===== src/rtl/trig_surf_gather_if.sv =====
// Trigger output stream interface: AXI4-Stream style beat carrying a 16-bit
// SURF trigger word plus its 8-bit compacted SURF index.
//   tdata[15:0]  : trigger word
//   tdata[23:16] : compacted SURF index
//   tvalid/tready: handshake
//   tlast        : final beat of one capture
interface trig_surf_gather_if;
  logic [23:0] tdata;
  logic        tvalid;
  logic        tlast;
  logic        tready;

  modport master (
    output tdata,
    output tvalid,
    output tlast,
    input  tready
  );

  modport slave (
    input  tdata,
    input  tvalid,
    input  tlast,
    output tready
  );
endinterface


===== src/rtl/trig_surf_gather.sv =====
// Trigger SURF gather.
// Captures the 16-bit trigger words of every real SURF on the trigger slot
// clocks of the 8-clock command cycle and streams the SURFs whose word has
// bit 15 set (and that are not masked) out one beat per clock, lowest SURF
// index first. A capture that arrives while an earlier one is still being
// streamed is dropped and counted.
//
// Ports:
//   sysclk_i          : sole clock
//   sysclk_rst_i      : asynchronous active-high reset
//   sysclk_phase_i    : high on clock 0 of the 8-clock command cycle
//   trig_dat_i        : 16-bit word per lane, lane L of TIO t at
//                       [16*(LANES_PER_TIO*t+L) +: 16]
//   trig_mask_i       : per compacted SURF, 1 = disabled
//   m_trig            : trigger stream master (tdata/tvalid/tlast/tready)
//   overflow_count_o  : saturating count of dropped captures
//   overflow_clr_i    : synchronous clear of overflow_count_o (dominant)
//   phase_err_o       : sticky phase-spacing error
//
// Build option: define TRIG_SURF_GATHER_PHASE_CHECK_EN to enable the phase
// spacing check; otherwise phase_err_o is tied low.
module trig_surf_gather #(
  parameter int unsigned NTIO          = 4,
  parameter int unsigned SURFS_PER_TIO = 7,
  parameter int unsigned LANES_PER_TIO = 8,
  parameter int unsigned SLOTS         = 2,
  parameter int unsigned SLOT_OFFSET   = 3,
  parameter int unsigned SLOT_SPACING  = 4
) (
  input  logic                            sysclk_i,
  input  logic                            sysclk_rst_i,
  input  logic                            sysclk_phase_i,
  input  logic [NTIO*LANES_PER_TIO*16-1:0] trig_dat_i,
  input  logic [NTIO*SURFS_PER_TIO-1:0]    trig_mask_i,
  trig_surf_gather_if.master               m_trig,
  output logic [15:0]                      overflow_count_o,
  input  logic                             overflow_clr_i,
  output logic                             phase_err_o
);

  localparam int unsigned NS = NTIO * SURFS_PER_TIO;

  // Command-cycle position tracking
  logic [2:0] cnt_q, cnt_d;
  logic [2:0] pos;
  logic       locked_q, locked_d;
  logic       slot_hit;

  // Capture / streaming state
  logic [NS-1:0] pend_q, pend_d;
  logic [NS-1:0] new_pend;
  logic [NS-1:0] pend_left;
  logic [NS-1:0] low_onehot;
  logic [15:0]   words_q   [NS];
  logic [15:0]   new_words [NS];
  logic          handshake;
  logic          capture;
  logic          accept;
  logic          overflow;

  logic [15:0]   overflow_count_q, overflow_count_d;

  logic [7:0]    sel_idx;
  logic [15:0]   sel_word;

  // Lanes at or above SURFS_PER_TIO carry no SURF and are ignored.
  logic unused_dat;
  assign unused_dat = ^trig_dat_i;

  always_comb begin
    pos      = sysclk_phase_i ? 3'd0 : cnt_q;
    cnt_d    = sysclk_phase_i ? 3'd1 : cnt_q + 3'd1;
    locked_d = locked_q | sysclk_phase_i;
  end

  always_comb begin
    slot_hit = 1'b0;
    for (int unsigned k = 0; k < SLOTS; k++) begin
      if (pos == 3'((SLOT_OFFSET + k * SLOT_SPACING) % 8)) begin
        slot_hit = 1'b1;
      end
    end
    slot_hit = slot_hit & locked_q;
  end

  // Compact the real SURF lanes into a dense index s = SURFS_PER_TIO*t + L.
  always_comb begin
    new_words = '{default: '0};
    new_pend  = '0;
    for (int unsigned t = 0; t < NTIO; t++) begin
      for (int unsigned l = 0; l < SURFS_PER_TIO; l++) begin
        new_words[SURFS_PER_TIO*t+l] = trig_dat_i[16*(LANES_PER_TIO*t+l) +: 16];
        new_pend[SURFS_PER_TIO*t+l]  = trig_dat_i[16*(LANES_PER_TIO*t+l)+15] &
                                       ~trig_mask_i[SURFS_PER_TIO*t+l];
      end
    end
  end

  // Lowest pending SURF is the beat currently presented.
  always_comb begin
    sel_idx  = '0;
    sel_word = '0;
    for (int i = NS - 1; i >= 0; i--) begin
      if (pend_q[i]) begin
        sel_idx  = 8'(i);
        sel_word = words_q[i];
      end
    end
  end

  assign low_onehot = pend_q & (-pend_q);

  always_comb begin
    handshake = m_trig.tvalid & m_trig.tready;
    pend_left = handshake ? (pend_q & ~low_onehot) : pend_q;
    capture   = slot_hit & (|new_pend);
    // A capture is only taken once the previous one has fully drained,
    // including a drain that finishes on this very clock.
    accept    = capture & ~(|pend_left);
    overflow  = capture & (|pend_left);
    pend_d    = accept ? new_pend : pend_left;
  end

  always_comb begin
    if (overflow_clr_i) begin
      overflow_count_d = {15'd0, overflow};
    end else if (overflow && (overflow_count_q != 16'hFFFF)) begin
      overflow_count_d = overflow_count_q + 16'd1;
    end else begin
      overflow_count_d = overflow_count_q;
    end
  end

  always_ff @(posedge sysclk_i or posedge sysclk_rst_i) begin
    if (sysclk_rst_i) begin
      cnt_q            <= '0;
      locked_q         <= 1'b0;
      pend_q           <= '0;
      overflow_count_q <= '0;
    end else begin
      cnt_q            <= cnt_d;
      locked_q         <= locked_d;
      pend_q           <= pend_d;
      overflow_count_q <= overflow_count_d;
    end
  end

  // Word storage is only observed through pend_q, so it needs no reset.
  always_ff @(posedge sysclk_i) begin
    if (accept) begin
      words_q <= new_words;
    end
  end

  assign m_trig.tvalid    = |pend_q;
  assign m_trig.tlast     = (|pend_q) & (pend_q == low_onehot);
  assign m_trig.tdata     = {sel_idx, sel_word};
  assign overflow_count_o = overflow_count_q;

`ifdef TRIG_SURF_GATHER_PHASE_CHECK_EN
  logic phase_err_q;

  // Once locked, phase must land exactly when the counter wraps to 0.
  always_ff @(posedge sysclk_i or posedge sysclk_rst_i) begin
    if (sysclk_rst_i) begin
      phase_err_q <= 1'b0;
    end else if (locked_q && ((sysclk_phase_i && (cnt_q != 3'd0)) ||
                              (!sysclk_phase_i && (cnt_q == 3'd0)))) begin
      phase_err_q <= 1'b1;
    end
  end

  assign phase_err_o = phase_err_q;
`else
  assign phase_err_o = 1'b0;
`endif

endmodule


===== src/flat_wrapper.sv =====
// flat-port wrapper written by rule: the top's interface ports become plain ports
module trig_surf_gather_flat 
#(
  parameter int unsigned NTIO          = 4,
  parameter int unsigned SURFS_PER_TIO = 7,
  parameter int unsigned LANES_PER_TIO = 8,
  parameter int unsigned SLOTS         = 2,
  parameter int unsigned SLOT_OFFSET   = 3,
  parameter int unsigned SLOT_SPACING  = 4
)
  (sysclk_i, sysclk_rst_i, sysclk_phase_i, trig_dat_i, trig_mask_i, overflow_count_o, overflow_clr_i, phase_err_o, m_trig_tdata, m_trig_tvalid, m_trig_tlast, m_trig_tready);
  trig_surf_gather_if m_trig_i ();
  input  logic sysclk_i;
  input  logic sysclk_rst_i;
  input  logic sysclk_phase_i;
  input  logic [NTIO*LANES_PER_TIO*16-1:0] trig_dat_i;
  input  logic [NTIO*SURFS_PER_TIO-1:0] trig_mask_i;
  output logic [15:0] overflow_count_o;
  input  logic overflow_clr_i;
  output logic phase_err_o;
  output wire logic [$bits(m_trig_i.tdata)-1:0] m_trig_tdata;
  output wire logic [$bits(m_trig_i.tvalid)-1:0] m_trig_tvalid;
  output wire logic [$bits(m_trig_i.tlast)-1:0] m_trig_tlast;
  input wire logic [$bits(m_trig_i.tready)-1:0] m_trig_tready;
  assign m_trig_tdata = m_trig_i.tdata;
  assign m_trig_tvalid = m_trig_i.tvalid;
  assign m_trig_tlast = m_trig_i.tlast;
  assign m_trig_i.tready = m_trig_tready;
  trig_surf_gather #(.NTIO(NTIO), .SURFS_PER_TIO(SURFS_PER_TIO), .LANES_PER_TIO(LANES_PER_TIO), .SLOTS(SLOTS), .SLOT_OFFSET(SLOT_OFFSET), .SLOT_SPACING(SLOT_SPACING)) u_core (.sysclk_i(sysclk_i), .sysclk_rst_i(sysclk_rst_i), .sysclk_phase_i(sysclk_phase_i), .trig_dat_i(trig_dat_i), .trig_mask_i(trig_mask_i), .m_trig(m_trig_i), .overflow_count_o(overflow_count_o), .overflow_clr_i(overflow_clr_i), .phase_err_o(phase_err_o));
endmodule

===== config.mk =====
export PLATFORM = sky130hd
export DESIGN_NAME = trig_surf_gather_flat
export DESIGN_NICKNAME = d
export VERILOG_FILES = /design/src/rtl/trig_surf_gather_if.sv /design/src/rtl/trig_surf_gather.sv /design/src/flat_wrapper.sv
export SDC_FILE = /design/constraint.sdc
export NUM_CORES = 1
export LEC_CHECK = 0
export ABC_AREA = 1
export CAP_MARGIN = 20
export CORE_MARGIN = 1
export CORE_UTILIZATION = 41
export DETAILED_ROUTE_END_ITERATION = 7
export PLACE_DENSITY = 0.72
export SLEW_MARGIN = 30
export SYNTH_ARGS = -nofsm -noshare
export SYNTH_HDL_FRONTEND = slang
export SYNTH_SLANG_ARGS = --single-unit

===== constraint.sdc =====
create_clock -name sysclk_i -period 11 [get_ports sysclk_i]
set_input_delay 2.2 -clock sysclk_i [delete_from_list [all_inputs] [get_ports sysclk_i]]
set_output_delay 2.2 -clock sysclk_i [all_outputs]
set_load 0.05 [all_outputs]

* After elaboration in Yosys (flattened, before gate mapping)
Index checks and enable logic that the tools add are counted.
** Storage, ports and cells
- Output and inout bits :: 43
- Register bits after elaboration :: 496
- Word-level logic and storage cells :: 175
- Input bits :: 545
** Operators by class
- Eq/ne operators :: 4
- $add $sub $neg :: 3
- Multiplexer cells :: 64
- Bitwise logic cells :: 67
- Reductions and logical operators :: 5
** Operator list (number)
- $mux W16 :: 30
- $mux W5 :: 28
- $reduce_or A28 Y1 :: 3
- $and A28 B28 Y28 :: 2
- $mux W28 :: 2
- $and A1 B1 Y1 :: 34
- $not A1 Y1 :: 29
- $eq A28 B28 Y1 :: 1
- $neg A28 Y28 :: 1
- $not A28 Y28 :: 1
- $add A16 B1 Y16 const B :: 1
- $ne A16 B16 Y1 const B :: 1
- $mux W3 :: 2
- $add A3 B1 Y3 const B :: 1
- $eq A3 B2 Y1 const B :: 1
- $eq A3 B3 Y1 const B :: 1
- $mux W1 :: 2
- $reduce_bool A2 Y1 :: 1
- $logic_and A1 B1 Y1 :: 1
- $or A1 B1 Y1 :: 1

* Depth between registers and ports, before layout
- Depth after elaboration :: 28
- Mapped depth :: 25
- Gate-level depth less buffers :: 23

* Worst setup path after synthesis
OpenSTA, ideal clock, no wires.
- Path type :: input to register
- Start point :: in m_trig_tready
- End point :: reg u_core.words_q[0] in the netlist's numbering (enable)
- Slack :: -1.623 ns
- Data arrival time :: 11.829 ns
- Buffers on the path :: 2
- Setup time :: 0.794 ns
- Data required time :: 10.206 ns
- Stages on the path :: 8
- Path through :: nand2_2 > buf_4 > o21ai_0 > nand4_1 > nor3_2 > nand3_1 > clkbuf_1 > inv_1
** On the way
- Longest elaborated chain between the ends :: 5
** RTL lines
- from (decl) :: RTL line flat_wrapper.sv:24 : input wire logic [$bits(m_trig_i.tready)-1:0] m_trig_tready;
- $and A1 B1 Y1 :: RTL line trig_surf_gather.sv:114 : handshake = m_trig.tvalid & m_trig.tready;
- $mux W28 :: RTL line trig_surf_gather.sv:115 : pend_left = handshake ? (pend_q & ~low_onehot) : pend_q;
- $reduce_or A28 Y1 :: RTL line trig_surf_gather.sv:119 : accept = capture & ~(|pend_left);
- $not A1 Y1 :: RTL line trig_surf_gather.sv:119
- $and A1 B1 Y1 :: RTL line trig_surf_gather.sv:119
- net u_core.accept :: RTL line trig_surf_gather.sv:58 : logic accept;
- to (signal assigned) :: RTL line trig_surf_gather.sv:151 : words_q <= new_words;
- to (decl) :: RTL line trig_surf_gather.sv:54 : logic [15:0] words_q [NS];
The timed path passes the listed nets, and every way through them passes these cells.
A chain may end at the register's enable or synchronous reset.

* Worst setup path after layout
- Start point :: reg u_core.pend_q[24]
- End point :: out m_trig_tdata[10]
** On the way
- Longest elaborated chain between the ends :: 25
** RTL lines
- from (decl) :: RTL line trig_surf_gather.sv:50 : logic [NS-1:0] pend_q, pend_d;
- from (signal assigned) :: RTL line trig_surf_gather.sv:143 : pend_q <= pend_d;
- $mux W16 (25 in a row) :: RTL line trig_surf_gather.sv:104 : if (pend_q[i]) begin
- to (decl) :: RTL line flat_wrapper.sv:21 : output wire logic [$bits(m_trig_i.tdata)-1:0] m_trig_tdata;
Every way passes these cells.

==> impl_metrics.env <==
export IMPL_core_area_um2=50200
export IMPL_post_cts_resized=0
export IMPL_globalRouteOverflowTotal=0
export IMPL_critPathRequiredTime_ps=8800
export IMPL_hold_violations=0
export IMPL_synth_flop_cell="edfxtp_1"
export IMPL_postCtsSetupBuffers=0
export IMPL_cts_sinks=495
export IMPL_critical_path_slowest_cell="clkdlybuf4s50_1"
export IMPL_area_growth_syn_to_layout_pct=36.5
export IMPL_firstDrtPassIters=6
export IMPL_ys_seq_area_share_pct=70.1
export IMPL_place_congestion=0.892
export IMPL_hold_end="u_core.locked_q"
export IMPL_yosys_area_top_type="edfxtp_1"
export IMPL_worstSkewPairLatency_ps=600
export IMPL_synth_top_area_share_pct=64.5
export IMPL_setup_viol=0
export IMPL_cpMostUsedCell="nand2_1"
export IMPL_ios=588
export IMPL_arrival_ps=4870
export IMPL_slew_headroom_pct=32.6
export IMPL_cts_tree="yes"
export IMPL_cts_root_buf="clkbuf_16"
export IMPL_cts_buffer_depth=3
export IMPL_holdCritPathClass="flip-flop to flip-flop"
export IMPL_timing_rr_start="u_core.pend_q[10]"
export IMPL_rows=82
export IMPL_grt_pass1_vias=15800
export IMPL_rr_endpoint="u_core.words_q[197]"
export IMPL_start_util_pct=41.6
export IMPL_dp_cells=2913
export IMPL_syn_area_per_cell_um2=11.6
export IMPL_path_clk_slew_ps=60
export IMPL_path_class="flip-flop to output port"
export IMPL_synthArstFlopShare_pct=9.49
export IMPL_worstPathMaxFanout=26
export IMPL_syn_cell_area_um2=20900
export IMPL_ant_nets=0
export IMPL_h_tree_depth=2
export IMPL_hold_path_startpoint="u_core.locked_q"
export IMPL_worst_pin_slew_ps=1010
export IMPL_die_x_um=228
export IMPL_drt_total_wl_um=65000
export IMPL_synth_cell_types=49
export IMPL_cts_buffers=53
export IMPL_min_path_cells=1
export IMPL_drv_slew=0
export IMPL_yosysMostFrequentCell="edfxtp_1"
export IMPL_antenna_found_initial=30
export IMPL_dieArea_um2=51800
export IMPL_final_layout_size_suffix_gt1_share_pct=5.90
export IMPL_die_h_um=228
export IMPL_fin_skew_ps=21.0
export IMPL_vias=15900
export IMPL_critical_path_cell_chain="clkinv_1, nand2_1, a21oi_1, o21ai_0, nand2_1, nand2_1, nand2_1, nand2_1, nand2_1, nand2_1, nand2_1, nand2_1, nand2_1, nand2_1, nand2_1, nand2_1, nand2_1, a21oi_1, clkdlybuf4s50_1"
export IMPL_io_buffers=519
export IMPL_finalSetupTns_ps=0
export IMPL_start_kind="flip-flop"
export IMPL_final_cells=3038
export IMPL_grt_total_usage_pct=24.5
export IMPL_yosys_warnings=0
export IMPL_layout_min_cycle_time_ps=7070
export IMPL_synthCells=1800
export IMPL_ys_seq_elements=495
export IMPL_outcome="complete, no violations"
export IMPL_drv_cap=0
export IMPL_ctsHoldBuffers=0
export IMPL_min_period_over_period_pct=64.3
export IMPL_rr_worst_depth=18
export IMPL_cp_end_kind="output port"
export IMPL_wl_per_cell_um=21.4
export IMPL_vias_per_cell=5.25
export IMPL_synth_common_cells="edfxtp_1, nand2_1, nor2_1, a221oi_1, inv_1"
export IMPL_grt_pass1_wl_um=93500
export IMPL_max_freq_mhz=141
export IMPL_synth_area_top_cells="edfxtp_1, nand2_1, dfrtp_1, nor2_1, a221oi_1"
export IMPL_grt_max_degree=204
export IMPL_nets=2845
export IMPL_rsz0062_at_grt="false"
export IMPL_max_stage_delay_ps=840
export IMPL_hpwl_um=47900
export IMPL_synth_enable_flop_cells=448
export IMPL_drtIter0Drc=1246
export IMPL_drc=0
export IMPL_r2r_setup_slack_ps=5910
## layout make-up
class | count | area (um2)
Antenna cell | 27 | 67.6
Clock buffer | 64 | 1390
Tap cell | 672 | 841
Multi-Input combinational cell | 1106 | 5410
Clock inverter | 31 | 368
Sequential cell | 495 | 14600
Fill cell | 4090 | 21700
Inverter | 115 | 440
Timing Repair Buffer | 528 | 5340
## metrics by stage
stage	worst slack, ps	util, %	instance area (um2)	hold slack, ps
after floorplan	639	-	20900	426
after global placement	4600	53.0	26600	438
after detailed placement	4540	53.0	26600	453
after CTS	3870	56.5	28300	470
after global routing	3600	56.8	28500	511
final	3930	56.8	28500	466
## cells by family after synthesis
kind of cell | after synthesis | share of synthesized area [%]
buffers and inverters | 202 | 4.04
flip-flops | 495 | 70.1
XOR/XNOR | 15 | 0.630
AO/OA/AOI/OAI | 272 | 9.12
AND/OR/NAND/NOR | 814 | 16.0
adder cells (fa/ha/maj) | 1 | 0.0600
other | 1 | 0.0180
## flip-flops by register name (all words and copies together), names as in the netlist
signal / cells
u_core.words_q: 448
u_core.overflow_count_o: 16
u_core.pend_q: 28
u_core.cnt_q: 2
u_core.locked_q: 1
## cells in the final DEF (no fill, tap or decap), types with 3 or more instances in the layout
| cell type | n |
|---|---|
| nor3_1 | 8 |
| inv_2 | 3 |
| clkbuf_16 | 53 |
| nor2_4 | 6 |
| clkinv_1 | 13 |
| a22oi_1 | 8 |
| o21ai_1 | 19 |
| xor2_1 | 10 |
| edfxtp_1 | 448 |
| a221oi_1 | 110 |
| o21ai_0 | 69 |
| buf_12 | 3 |
| nor2_2 | 6 |
| clkdlybuf4s50_1 | 519 |
| nand2_2 | 6 |
| nor3_2 | 4 |
| xnor2_1 | 5 |
| bufinv_16 | 7 |
| nand3_1 | 42 |
| inv_1 | 107 |
| buf_4 | 4 |
| dfrtp_1 | 47 |
| clkinv_2 | 5 |
| or2_2 | 6 |
| conb_1 | 4 |
| nor2_1 | 305 |
| clkinvlp_4 | 4 |
| o221a_2 | 11 |
| nand4_1 | 16 |
| a21oi_1 | 43 |
| clkbuf_1 | 9 |
| diode_2 | 27 |
| nand2_1 | 407 |
## worst max-delay path by stage
stage / startpoint / end / slack (ps)
CTS: u_core.pend_q[24] / m_trig_tdata[10] / 3870
global placement: u_core.pend_q[24] / m_trig_tdata[10] / 4600
global route: u_core.pend_q[24] / m_trig_tdata[6] / 3600
floorplan: trig_mask_i[4] / u_core.words_q[0] / 640
detailed placement: u_core.pend_q[24] / m_trig_tdata[10] / 4540
finish: u_core.pend_q[24] / m_trig_tdata[10] / 3930
## critical path: cells and delay by family, from the launching register on
| family | cells | cell delay (ps) |
|---|---|---|
| flops | 1 | 710 |
| buf+inv | 2 | 1650 |
| compound gates | 3 | 530 |
| simple gates | 14 | 1370 |
## per-layer routing
layer | up-vias | global-route usage, % | wire, um
met5 | - | 0 | 65
met4 | 8 | 11.0 | 2620
met3 | 146 | 4.16 | 4450
met2 | 730 | 41.4 | 32500
met1 | 7683 | 30.9 | 25400
li1 | 7372 | - | -
Power is left out: the tool's default activity adds up to more than one toggle a clock period on the data nets, which glitch-free logic cannot reach.
